$ cat src/rtl/wb_pkg.sv
// wb_pkg: load-type encodings and sub-word load extraction for the write-back stage.
package wb_pkg;
  localparam int XLEN = 32;
  typedef enum logic [2:0] {
    LT_W  = 3'd0,
    LT_B  = 3'd1,
    LT_BU = 3'd2,
    LT_H  = 3'd3,
    LT_HU = 3'd4
  } load_t;
  // Little-endian lane select; bit 0 of the offset is ignored for halfwords.
  function automatic logic [XLEN-1:0] load_ext(input logic [2:0] lt, input logic [1:0] off,
                                               input logic [XLEN-1:0] word);
    logic [7:0]  b;
    logic [15:0] h;
    b = word[8*off +: 8];
    h = off[1] ? word[31:16] : word[15:0];
    return lt == LT_B  ? {{24{b[7]}}, b} :
           lt == LT_BU ? {24'b0, b} :
           lt == LT_H  ? {{16{h[15]}}, h} :
           lt == LT_HU ? {16'b0, h} : word;
  endfunction
endpackage

$ cat src/rtl/wb_queue.sv
// wb_queue: small synchronous FIFO; push is ignored when full and pop when empty.
module wb_queue #(
  parameter int W     = 37,
  parameter int DEPTH = 2
) (
  input  logic         clk,
  input  logic         reset,
  input  logic         push_i,
  input  logic         pop_i,
  input  logic [W-1:0] din_i,
  output logic [W-1:0] head_o,
  output logic         full_o,
  output logic         empty_o
);
  localparam int PW = $clog2(DEPTH);
  logic [W-1:0]  mem_q [DEPTH];
  logic [PW-1:0] wp_q, rp_q;
  logic [PW:0]   cnt_q;
  logic          do_push, do_pop;
  assign full_o  = cnt_q == (PW+1)'(DEPTH);
  assign empty_o = cnt_q == '0;
  assign do_push = push_i && !full_o;
  assign do_pop  = pop_i && !empty_o;
  assign head_o  = mem_q[rp_q];
  always_ff @(posedge clk) begin
    if (do_push) mem_q[wp_q] <= din_i;
  end
  always_ff @(posedge clk) begin
    if (reset) begin
      wp_q  <= '0;
      rp_q  <= '0;
      cnt_q <= '0;
    end else begin
      if (do_push) wp_q <= wp_q + 1'b1;
      if (do_pop) rp_q <= rp_q + 1'b1;
      cnt_q <= cnt_q + {{PW{1'b0}}, do_push} - {{PW{1'b0}}, do_pop};
    end
  end
endmodule

$ cat src/rtl/wb_stage.sv
// wb_stage: MEM/WB register, load extraction and register-file write port shared
// between the in-order pipeline and a queue of long-latency unit results.
module wb_stage
  import wb_pkg::*;
#(
  parameter int DATA_W  = 32,
  parameter int ADDR_W  = 5,
  parameter int Q_DEPTH = 2
) (
  input  logic              clk,
  input  logic              reset,
  input  logic              RegWrite_mem,
  input  logic              MemtoReg_mem,
  input  logic [2:0]        LoadType_mem,
  input  logic [ADDR_W-1:0] RegWriteAddr_mem,
  input  logic [DATA_W-1:0] ALUResult_mem,
  input  logic [DATA_W-1:0] MemData_mem,
  input  logic              LongValid,
  input  logic [ADDR_W-1:0] LongAddr,
  input  logic [DATA_W-1:0] LongData,
  output logic              LongReady,
  output logic              WB_StallReq,
  output logic              RegWrite_wb,
  output logic [ADDR_W-1:0] RegWriteAddr_wb,
  output logic [DATA_W-1:0] RegWriteData_wb
);
  logic              rw_q, m2r_q;
  logic [2:0]        lt_q;
  logic [ADDR_W-1:0] addr_q;
  logic [DATA_W-1:0] alu_q, md_q;
  logic [ADDR_W+DATA_W-1:0] head;
  logic              q_full, q_empty, q_push, q_pop, pipe_wr;
  logic [DATA_W-1:0] pipe_res;
  // A full queue forces a bubble into WB so the head can drain next cycle.
  always_ff @(posedge clk) begin
    if (reset) begin
      rw_q   <= 1'b0;
      m2r_q  <= 1'b0;
      lt_q   <= '0;
      addr_q <= '0;
      alu_q  <= '0;
      md_q   <= '0;
    end else begin
      rw_q   <= RegWrite_mem && !q_full;
      m2r_q  <= MemtoReg_mem;
      lt_q   <= LoadType_mem;
      addr_q <= RegWriteAddr_mem;
      alu_q  <= ALUResult_mem;
      md_q   <= MemData_mem;
    end
  end
  assign pipe_res = m2r_q ? load_ext(lt_q, alu_q[1:0], md_q) : alu_q;
  assign pipe_wr  = rw_q && addr_q != '0;
  assign q_pop    = !pipe_wr && !q_empty;
  assign q_push   = LongValid && !q_full && LongAddr != '0;
  assign LongReady   = !q_full;
  assign WB_StallReq = q_full;
  always_comb begin
    RegWrite_wb     = pipe_wr || !q_empty;
    RegWriteAddr_wb = q_pop ? head[ADDR_W+DATA_W-1:DATA_W] : addr_q;
    RegWriteData_wb = q_pop ? head[DATA_W-1:0] : pipe_res;
  end
  wb_queue #(.W(ADDR_W+DATA_W), .DEPTH(Q_DEPTH)) u_queue (
    .clk    (clk),
    .reset  (reset),
    .push_i (q_push),
    .pop_i  (q_pop),
    .din_i  ({LongAddr, LongData}),
    .head_o (head),
    .full_o (q_full),
    .empty_o(q_empty)
  );
endmodule

$ cat config.mk
export PLATFORM = sky130hd
export DESIGN_NAME = wb_stage
export DESIGN_NICKNAME = d
export VERILOG_FILES = /design/src/rtl/wb_pkg.sv /design/src/rtl/wb_queue.sv /design/src/rtl/wb_stage.sv
export SDC_FILE = /design/constraint.sdc
export NUM_CORES = 1
export LEC_CHECK = 0
export BUFFER_PORTS_ARGS = -buffer_cell sky130_fd_sc_hd__buf_2
export CAP_MARGIN = 20
export CELL_PAD_IN_SITES_DETAIL_PLACEMENT = 1
export CELL_PAD_IN_SITES_GLOBAL_PLACEMENT = 1
export CORE_ASPECT_RATIO = 1.1
export CORE_MARGIN = 2
export CORE_UTILIZATION = 41
export CTS_CLUSTER_SIZE = 28
export DETAILED_ROUTE_END_ITERATION = 6
export PLACE_DENSITY = 0.86
export RECOVER_POWER = 100
export SLEW_MARGIN = 0
export SYNTH_ARGS = -nofsm -noshare
export SYNTH_HDL_FRONTEND = slang
export SYNTH_HIERARCHICAL = 1
export SYNTH_SLANG_ARGS = --single-unit
$ cat constraint.sdc
create_clock -name clk -period 5.4 [get_ports clk]
set_input_delay 0.54 -clock clk [delete_from_list [all_inputs] [get_ports clk]]
set_output_delay 0.54 -clock clk [all_outputs]
set_load 0.01 [all_outputs]
### After elaboration in Yosys (flattened, before gate mapping)

Memories as Yosys holds them, arrays and structs flattened. A register that Yosys moved wholly into a read port is not among the register bits.
Cells that the tools add are included.

* shift-type cells: 1
* mux-type cells: 12
* reduce and logical (&&, ||, !) cells: 14
* add/subtract/negate cells: 4
* equal/unequal tests: 5

Operators by type and width (number)
* $mux 32: 6
* $shiftx 32x6->8: 1
* $mux 16: 1
* $reduce_bool 5->1: 2
* $logic_and 1x1->1: 7
* $eq 3x2->1 const B: 2
* $mux 5: 1
* $mux 1: 4
* $eq 3x1->1 const B: 1
* $eq 3x3->1 const B: 1
* $logic_not 1->1: 3
* $add 1x1->1 const B: 2
* $add 2x1->2: 1
* $eq 2x2->1 const B: 1
* $logic_not 2->1: 1
* $sub 2x1->2: 1
* $logic_or 1x1->1: 1

* RAM bits: 74
* bits in registers: 78
* memories: 1
* word-level logic and storage cells: 46
* input port bits: 114
* output and inout bits: 40

Memories
* u_queue.mem_q: words 2, width 37, read ports 1, clocked after memory_dff 1, write ports 1, line wb_queue.sv:16 `logic [W-1:0] mem_q [DEPTH];`

### Depth between registers and ports, before layout

Gate-level depths: netlist of run 1.

* word-level depth: 7
* depth in mapped cells: 13
* mapped depth without buffers: 11

### Modules after synthesis

The synthesis of run 1 kept the hierarchy.

By module, submodules not included
* wb_stage: cells each 439, seq. area each 1481.4 um^2, times used 1, area each 3634.7 um^2
* wb_queue: cells each 142, seq. area each 2322.2 um^2, times used 1, area each 2900.3 um^2

### Worst setup path before layout of run 1

Ideal clock, no wire load.

* path type: flip-flop to flip-flop
* start point: reg u_queue.cnt_q[0]
* end point: mem u_queue.mem_q[0][0], enable pin
* clock period less this slack: 2.375 ns
* arrival: 1.983 ns
* required time: 5.008 ns
* slack: 3.025 ns
* library setup time: 0.392 ns
* cell stages (with the launch flop): 8
* buffers on the path: 0
* path through: dfxtp_1 -> nand2b_2 -> inv_2 -> inv_1 -> o311a_1 -> inv_1 -> or3_1 -> inv_1

* word-level cells in the longest chain between the ends: 7

Ends and longest elaborated chain
* from (decl): line wb_queue.sv:18 `logic [PW:0] cnt_q;`
* from (signal assigned): line wb_queue.sv:36 `cnt_q <= cnt_q + {{PW{1'b0}}, do_push} - {{PW{1'b0}}, do_pop};`
* $eq 2x2->1: line wb_queue.sv:20 `assign full_o = cnt_q == (PW+1)'(DEPTH);`
* named net WB_StallReq: line wb_stage.sv:22 `output logic WB_StallReq,`
* $logic_not 1->1
* named net LongReady: line wb_stage.sv:21 `output logic LongReady,`
* $logic_and 1x1->1 (2 in series): line wb_stage.sv:55 `assign q_push = LongValid && !q_full && LongAddr != '0;`
* named net q_push: line wb_stage.sv:32 `logic q_full, q_empty, q_push, q_pop, pipe_wr;`
* $logic_and 1x1->1: line wb_queue.sv:22 `assign do_push = push_i && !full_o;`
* $mux 1: line wb_queue.sv:26 `if (do_push) mem_q[wp_q] <= din_i;`
* $mux 1 (implied by the code): line wb_queue.sv:26
* to (decl): line wb_queue.sv:16

The timed path passes the listed nets, and every way through them passes these cells.

### Final worst setup path of run 1

* start point: reg addr_q[3]
* end point: out RegWriteData_wb[1]

* word-level cells in the longest chain between the ends: 5

Ends and longest elaborated chain
* from (decl): line wb_stage.sv:29 `logic [ADDR_W-1:0] addr_q;`
* from (signal assigned): line wb_stage.sv:47 `addr_q <= RegWriteAddr_mem;`
* $reduce_bool 5->1: line wb_stage.sv:53 `assign pipe_wr = rw_q && addr_q != '0;`
* $logic_and 1x1->1: line wb_stage.sv:53
* $logic_not 1->1: line wb_stage.sv:54 `assign q_pop = !pipe_wr && !q_empty;`
* $logic_and 1x1->1: line wb_stage.sv:54
* $mux 32: line wb_stage.sv:61 `RegWriteData_wb = q_pop ? head[DATA_W-1:0] : pipe_res;`
* to (decl): line wb_stage.sv:25 `output logic [DATA_W-1:0] RegWriteData_wb`

Every way passes these cells.

==> tab_implementation.tex, run 1 <==
\begin{tabular}{lr}
\hline
Metric & Value \\
\hline
\multicolumn{2}{l}{\textbf{Critical path}} \\
Nature of the critical path startpoint & flip-flop \\
Critical R2R Capture & u\_queue/cnt\_q[1]\$\_SDFF\_PP0\_ \\
Cells on worst reg2reg path & 11 \\
Data required time of the worst path & 4.86 ns \\
Crit Path Class & flip-flop to primary output \\
Worst Setup End Kind & primary output \\
Maximum fanout encountered on the critical timing path & 44 \\
Critical register-to-register path startpoint & addr\_q[3]\$\_SDFF\_PP0\_ \\
FF-to-FF setup slack & 1.30 ns \\
Data arrival, critical path & 3.72 ns \\
\multicolumn{2}{l}{\textbf{Routing}} \\
Detailed-router iteration count before antenna repair & 5 \\
Final ANT Viol Nets & 0 \\
Initial DRC count & 296 \\
Count of unresolved DRC violations after routing & 0 \\
Vias per Instance & 5.19 \\
Average wire length per cell after detail routing & 19.1 um \\
Via count & 4827 \\
Total wire length & 17800 um \\
\multicolumn{2}{l}{\textbf{Synth}} \\
Synth Register Bits & 153 \\
Top post-synthesis cells by count & dfxtp\_1, nor2b\_1, edfxtp\_1, nand2\_1, o21ai\_0 \\
Synthesized Nets & 697 \\
FFs w/ async S/R, synth & 0\% \\
Distinct cell type count of the synthesized netlist & 49 \\
Top cell type by total area after synthesis & edfxtp\_1 \\
Netlist area before placement & 0.00654 mm2 \\
Library cell with the highest instance count after synthesis & dfxtp\_1 \\
Proportion of synthesized chip area in sequential cells & 58.2\% \\
Count of flip-flops with a built-in enable after synthesis & 74 \\
Number of warning messages in the yosys log & 6 \\
Synth area leaders & edfxtp\_1, dfxtp\_1, nor2b\_1 \\
Synthesized netlist cell count & 581 \\
Top-area cell type share of the netlist area & 34.0\% \\
Average cell area after synthesis & 11.2 um2 \\
Top flip-flop cell by instance count after synthesis & dfxtp\_1 \\
\multicolumn{2}{l}{\textbf{Power and ir drop}} \\
Sequential power share & 41.2\% \\
Leakage component of the power & 3.03 nW \\
Share of total power consumed by net switching & 32.4\% \\
Clk network pwr share & 31.7\% \\
Reported net switching power & 1.20 mW \\
Overall Power & 3.71 mW \\
Max rail drop VDD & 0.000187 V \\
Cell-internal power & 2.51 mW \\
Portion of total power attributed to combinational logic & 27.1\% \\
Power density normalized to cell area & 473 mW/mm2 \\
\multicolumn{2}{l}{\textbf{Place}} \\
HPWL Detailed & 12300 um \\
Weighted congestion at the end of routability-driven global placement & 0.874 \\
IO buf count & 153 \\
\multicolumn{2}{l}{\textbf{Layout}} \\
Count of antenna diodes in the layout & 0 \\
Fill cell total of the finished layout & 1756 \\
Seq. cell area & 0.00380 mm2 \\
Signed area change from the synthesized netlist to the final layout & 20.0\% \\
Area used by multi-input combinational logic & 0.00243 mm2 \\
Fraction of final layout cells sized beyond drive strength 1 & 24.5\% \\
Number of nets in the final layout & 833 \\
\multicolumn{2}{l}{\textbf{GRT}} \\
Wire length of the first global-routing pass & 27900 um \\
Gr usage total & 21.4\% \\
Number of antenna violations at the first check in global routing & 0 \\
Largest net degree at the start of global routing & 80 \\
Total congestion overflow & 0 \\
Number of global-route vias before repair & 5119 \\
\multicolumn{2}{l}{\textbf{Clocking}} \\
Total setup buffers inserted after CTS & 0 \\
Number of gates resized after cts & 0 \\
Number of sinks on the clock net & 153 \\
CTS root buf & clkbuf\_16 \\
Clock slew at the register clock pins of the worst setup and hold paths & 0.06 ns \\
CTS tree & yes \\
Worst-case clock buffer depth & 2 \\
Level count of the clock H-tree & 4 \\
CTS Hold Bufs & 0 \\
Source-to-sink clock delay at the later pin of the worst-skew pair & 0.42 ns \\
Number of buffers added by the clock tree synthesis step & 17 \\
\multicolumn{2}{l}{\textbf{Timing}} \\
Relative slew slack & -123\% \\
Crit path time final & 4.26 ns \\
RSZ-0062 raised after global routing & false \\
Fraction of the cycle the final worst path needs & 78.8\% \\
Slew of the pin with the lowest slew margin & 3.35 ns \\
Max Freq & 0.235 GHz \\
Fin Clk Skew & 0.00686 ns \\
Number of endpoints failing setup at the final stage & 0 \\
Final hold viol count & 0 \\
Total negative slack & 0 ns \\
Number of slew-limit violations in the final report & 201 \\
\multicolumn{2}{l}{\textbf{Floorplanning}} \\
Std cell rows & 48 \\
Effective utilization at floorplan & 41.7\% \\
Area of the core & 0.0157 mm2 \\
I/O Pins & 154 \\
Vert. Die Dim & 136 um \\
Die footprint & 0.0170 mm2 \\
Die width & 124 um \\
\multicolumn{2}{l}{\textbf{Run status}} \\
Failing checks & max-capacitance violations, max-slew violations \\
Outcome & finished, violations left \\
\multicolumn{2}{l}{\textbf{Job}} \\
Maxcap violations & 4 \\
\multicolumn{2}{l}{\textbf{Worst hold path}} \\
Cells on Worst Hold Path & 1 \\
Worst hold path endpoint & u\_queue/mem\_q[0][15]\$\_DFFE\_PP\_ \\
Hold path start & LongData[15] \\
Class of the tightest hold or removal check & input pin to flip-flop \\
\hline
\end{tabular}
-- area by class of cell --
type / instances / share of cell area (%)
Tap cell: 200 / 3.19
Inverter: 11 / 0.558
Clock inverter: 10 / 0.973
Clock buffer: 22 / 6.73
Timing Repair Buffer: 156 / 8.98
Sequential cell: 153 / 48.5
Multi-Input combinational cell: 378 / 31.0
-- critical path, stage by stage, from the launching register on --
cell,delay [ns]
dfxtp_1,0.31
or4_1,0.52
o21ai_0,0.26
nand2b_1,0.93
inv_4,0.72
a21oi_1,0.08
a21oi_1,0.28
clkbuf_1,0.18
-- per-layer routing --
metal / up-vias / part of all wire, % / global-route usage [%]
met5: - / 0 / 0
met4: 0 / 2.3 / 8.43
met3: 34 / 5.3 / 4.21
met2: 161 / 51 / 37.4
met1: 2331 / 42 / 26.1
li1: 2301 / - / -
-- metrics by stage --
stage	instance area [um2]	util, %	hold slack (ns)	instances	setup WS (ns)
after floorplan	6540	-	0.451	581	3.03
after global placement	7330	46.8	0.467	898	2.30
after detailed placement	7330	46.8	0.493	898	2.13
after CTS	7930	50.6	0.287	930	1.86
after global routing	7840	50.0	0.294	930	0.887
final	7840	50.0	0.302	930	1.14
-- flip-flops by register name (all words and copies together), names as in the netlist, named ones only --
register       count
u_queue/mem_q     74
alu_q             32
md_q              32
addr_q             5
lt_q               3
u_queue/cnt_q      2
m2r_q              1
rw_q               1
u_queue/rp_q       1
u_queue/wp_q       1
-- worst max path at each step --
stage	from	end	cells past startpoint
3_3_place_gp	addr_q[3]$_SDFF_PP0_	u_queue/cnt_q[1]$_SDFF_PP0_	11
3_5_place_dp	addr_q[3]$_SDFF_PP0_	u_queue/cnt_q[1]$_SDFF_PP0_	11
6_report	addr_q[3]$_SDFF_PP0_	RegWriteData_wb[1]	7
4_1_cts	addr_q[3]$_SDFF_PP0_	RegWriteData_wb[1]	7
5_1_grt	addr_q[3]$_SDFF_PP0_	RegWriteData_wb[1]	7
2_1_floorplan	u_queue/cnt_q[0]$_SDFF_PP0_	u_queue/mem_q[0][0]$_DFFE_PP_	7
-- cell families (layout without fill, tap and decap cells) --
family | after synthesis | in the layout | synth area share (%)
AND/OR/NAND/NOR | 183 | 183 | 14.4
AO/OA/AOI/OAI | 130 | 130 | 10.9
adder cells (fa/ha/maj) | 2 | 2 | 0.383
XOR/XNOR | 3 | 3 | 0.402
multiplexers | 60 | 60 | 11.2
flip-flops | 153 | 153 | 58.2
buffers and inverters | 50 | 199 | 4.48
-- cells in the final DEF, fill, tap and decap left out, types with 2 or more instances in the layout --
master and instances:
nor2_1 26, or2_1 2, and2_1 3, xnor2_1 2, nand2_1 59, clkinv_4 5, nand2b_1 2, buf_2 92
mux2_1 2, clkbuf_8 2, edfxtp_1 74, or3_1 2, nand3_1 2, o21ai_1 21, dfxtp_1 78, nor3_1 2
inv_1 10, o22a_1 5, a21o_1 2, mux2i_1 10, o21ai_0 62, inv_4 4, clkbuf_16 20, mux4_2 6
a21oi_1 32, clkbuf_1 63, ha_1 2, mux2_2 41, nor2b_1 76
-- power by group through the flow --
stage	registers, mW	logic (mW)	clock network (mW)
final	1.53	1.01	1.18
after global routing	1.55	1.11	1.24
after CTS	1.52	1.06	1.20
after detailed placement	1.55	1.04	0
after global placement	1.53	1.01	0
after floorplan	1.47	0.771	0
Power figures use the tool's default switching activity.
==> run 2, diff against run 1 <==
- CORE_UTILIZATION: 41 -> 38
- PLACE_DENSITY: 0.86 -> 0.84
- clock period: 5.4 -> 3.5 ns (I/O delays scaled with it)
==> run 2 against run 1 <==
The flow still finishes with violations (max-capacitance violations, max-slew violations). Sequential power up 51%. Clock skew about the same. Worst hold slack worse by 0.19 ns. Die area up 7.6%. Total power up 52%. Sequential share of layout area down 0.34 points. Critical endpoint is now RegWriteData_wb[14]. Largest power group unchanged.
==> tab_implementation.tex, run 2 (synthesized netlist as in run 1, its figures left out) <==
\begin{tabular}{lr}
\hline
Metric & Value \\
\hline
\multicolumn{2}{l}{\textbf{Timing}} \\
Crit path time final & 3.15 ns \\
Total negative slack & 0 ns (unchanged) \\
Relative slew slack & -56.8\% (+66 points) \\
Fraction of the cycle the final worst path needs & 89.9\% \\
Number of slew-limit violations in the final report & 97 (-52\%) \\
Number of endpoints failing setup at the final stage & 0 (unchanged) \\
RSZ-0062 raised after global routing & false \\
Slew of the pin with the lowest slew margin & 2.35 ns (-0.993 ns) \\
Fin Clk Skew & 0.00695 ns (+0.0000897 ns) \\
Final hold viol count & 0 (unchanged) \\
Max Freq & 0.318 GHz \\
\multicolumn{2}{l}{\textbf{Clocking}} \\
Level count of the clock H-tree & 4 (unchanged) \\
Total setup buffers inserted after CTS & 0 (unchanged) \\
CTS root buf & clkbuf\_16 \\
Source-to-sink clock delay at the later pin of the worst-skew pair & 0.42 ns (about the same) \\
CTS Hold Bufs & 0 (unchanged) \\
Number of gates resized after cts & 0 (unchanged) \\
CTS tree & yes \\
Number of sinks on the clock net & 153 (unchanged) \\
Worst-case clock buffer depth & 2 (unchanged) \\
Clock slew at the register clock pins of the worst setup and hold paths & 0.06 ns (about the same) \\
Number of buffers added by the clock tree synthesis step & 17 (unchanged) \\
\multicolumn{2}{l}{\textbf{Routing}} \\
Count of unresolved DRC violations after routing & 0 (unchanged) \\
Average wire length per cell after detail routing & 18.8 um (-1.5\%) \\
Detailed-router iteration count before antenna repair & 4 (-1) \\
Vias per Instance & 5.01 (-3.4\%) \\
Via count & 4879 (+1.1\%) \\
Initial DRC count & 279 (-5.7\%) \\
Final ANT Viol Nets & 0 (unchanged) \\
Total wire length & 18300 um (+3.1\%) \\
\multicolumn{2}{l}{\textbf{Layout}} \\
Most used cells in the layout excluding fill and tap cells & buf\_2, dfxtp\_1, o21ai\_0, nor2b\_1, edfxtp\_1 \\
Number of nets in the final layout & 839 (+0.72\%) \\
Signed area change from the synthesized netlist to the final layout & 20.8\% \\
Fraction of final layout cells sized beyond drive strength 1 & 26.8\% (+2.2 points) \\
Most common cell after layout, fill and taps aside & buf\_2 \\
Top reg by flops & u\_queue/mem\_q \\
Final Instance Area & 0.00790 mm2 (+0.70\%) \\
Area used by multi-input combinational logic & 0.00243 mm2 (-0.15\%) \\
Flip-flop count of the largest register, all copies and words added & 74 (unchanged) \\
Seq. cell area & 0.00380 mm2 (unchanged) \\
Fill cell total of the finished layout & 1887 (+7.5\%) \\
Registers with the most flip-flops & u\_queue/mem\_q (74), alu\_q (32), md\_q (32) \\
\multicolumn{2}{l}{\textbf{Critical path}} \\
Worst Setup End Kind & primary output \\
Source of the critical timing path & lt\_q[2]\$\_SDFF\_PP0\_ \\
FF-to-FF setup slack & 0.60 ns (-0.70 ns) \\
Data arrival, critical path & 2.80 ns (-0.92 ns) \\
Crit Path Class & flip-flop to primary output \\
Nature of the critical path startpoint & flip-flop \\
Critical Path End & RegWriteData\_wb[14] \\
Data required time of the worst path & 3.15 ns (-1.71 ns) \\
Maximum fanout encountered on the critical timing path & 24 (-45\%) \\
Critical R2R Capture & u\_queue/mem\_q[1][17]\$\_DFFE\_PP\_ \\
Cells on worst reg2reg path & 5 (-6) \\
Critical register-to-register path startpoint & u\_queue/cnt\_q[0]\$\_SDFF\_PP0\_ \\
\multicolumn{2}{l}{\textbf{Place}} \\
HPWL Detailed & 13300 um (+8.3\%) \\
DP Area & 0.00741 mm2 (+1.2\%) \\
Weighted congestion at the end of routability-driven global placement & 0.838 (-4.2\%) \\
IO buf count & 153 (unchanged) \\
\multicolumn{2}{l}{\textbf{Job}} \\
Maxcap violations & 2 (-2) \\
\multicolumn{2}{l}{\textbf{GRT}} \\
Number of global-route vias before repair & 5063 (-1.1\%) \\
Wire length of the first global-routing pass & 27800 um (-0.32\%) \\
Gr usage total & 20.6\% (-0.75 points) \\
Number of antenna violations at the first check in global routing & 4 (+4) \\
Total congestion overflow & 0 (unchanged) \\
Largest net degree at the start of global routing & 59 (-26\%) \\
\multicolumn{2}{l}{\textbf{Run status}} \\
Failing checks & max-capacitance violations, max-slew violations \\
Outcome & finished, violations left \\
\multicolumn{2}{l}{\textbf{Floorplanning}} \\
Die footprint & 0.0183 mm2 (+7.6\%) \\
Die width & 129 um (+3.7\%) \\
I/O Pins & 154 (unchanged) \\
Std cell rows & 50 (+4.2\%) \\
Vert. Die Dim & 142 um (+3.8\%) \\
Area of the core & 0.0170 mm2 (+8.2\%) \\
Effective utilization at floorplan & 38.5\% (-3.1 points) \\
\multicolumn{2}{l}{\textbf{Worst hold path}} \\
Cells on Worst Hold Path & 1 (unchanged) \\
Class of the tightest hold or removal check & input pin to flip-flop \\
\multicolumn{2}{l}{\textbf{Power and ir drop}} \\
Power density normalized to cell area & 716 mW/mm2 (+51\%) \\
Leakage component of the power & 3.07 nW (+1.4\%) \\
Max rail drop VDD & 0.000395 V (+110\%) \\
\hline
\end{tabular}
run 2: cell count changes in the layout (fill, tap and decap cells not counted), sizes merged:
| cell | change |
|---|---|
| buf | +24 |
| bufinv | +1 |
| clkbuf | -16 |
| clkinv | -1 |
| clkinvlp | +2 |
| diode | +3 |
| inv | -4 |
run 2: where the power goes:
part	internal [mW]	total, mW	leakage (nW)	switching, mW
logic	0.638	1.62	1.46	0.984
registers	2.18	2.31	1.35	0.132
clock network	1.02	1.71	0.267	0.697
run 2: per-stage QoR:
step           setup WS, ns  hold WS [ns]  utilization, %  total power, mW  instances
2_1_floorplan          1.13         0.419               -             3.45        581
3_3_place_gp          0.869         0.472            43.7             3.99        938
3_5_place_dp          0.770         0.510            43.7             4.03        938
4_1_cts               0.322         0.100            46.9             5.76        970
5_1_grt               0.159         0.103            46.6             5.94        973
6_report              0.353         0.112            46.6             5.65        973
run 2: critical path, stage by stage (launching register included):
cell and delay [ns]:
dfxtp_1 0.73, and3b_1 0.29, o21ai_4 0.52, mux2_1 0.40, a21oi_1 0.18, o21ai_1 0.11
buf_2 0.15
run 2: cell type report:
cell class | count | area share, %
Sequential cell | 153 | 48.2
Multi-Input combinational cell | 378 | 30.8
Timing Repair Buffer | 162 | 9.79
Clock buffer | 24 | 5.99
Tap cell | 234 | 3.71
Clock inverter | 8 | 0.919
Inverter | 11 | 0.539
Antenna cell | 3 | 0.0951
run 2: worst min-delay path by stage:
stage	startpoint	end
3_5_place_dp	u_queue/rp_q$_SDFFE_PP0P_	flip-flop
4_1_cts	LongData[19]	u_queue/mem_q[0][19]$_DFFE_PP_
2_1_floorplan	reset	u_queue/wp_q$_SDFFE_PP0P_
5_1_grt	LongData[27]	u_queue/mem_q[1][27]$_DFFE_PP_
3_3_place_gp	u_queue/wp_q$_SDFFE_PP0P_	u_queue/wp_q$_SDFFE_PP0P_
6_report	LongData[19]	u_queue/mem_q[0][19]$_DFFE_PP_
run 2: metal layers:
layer  track usage (%)  part of all wire [%]  vias to the layer above
met1              26.6                    42                     2381
li1                  -                     -                     2308
met3              4.19                   6.4                       28
met5                 0                     0                        -
met2              34.1                    49                      162
met4              8.07                   2.1                        0
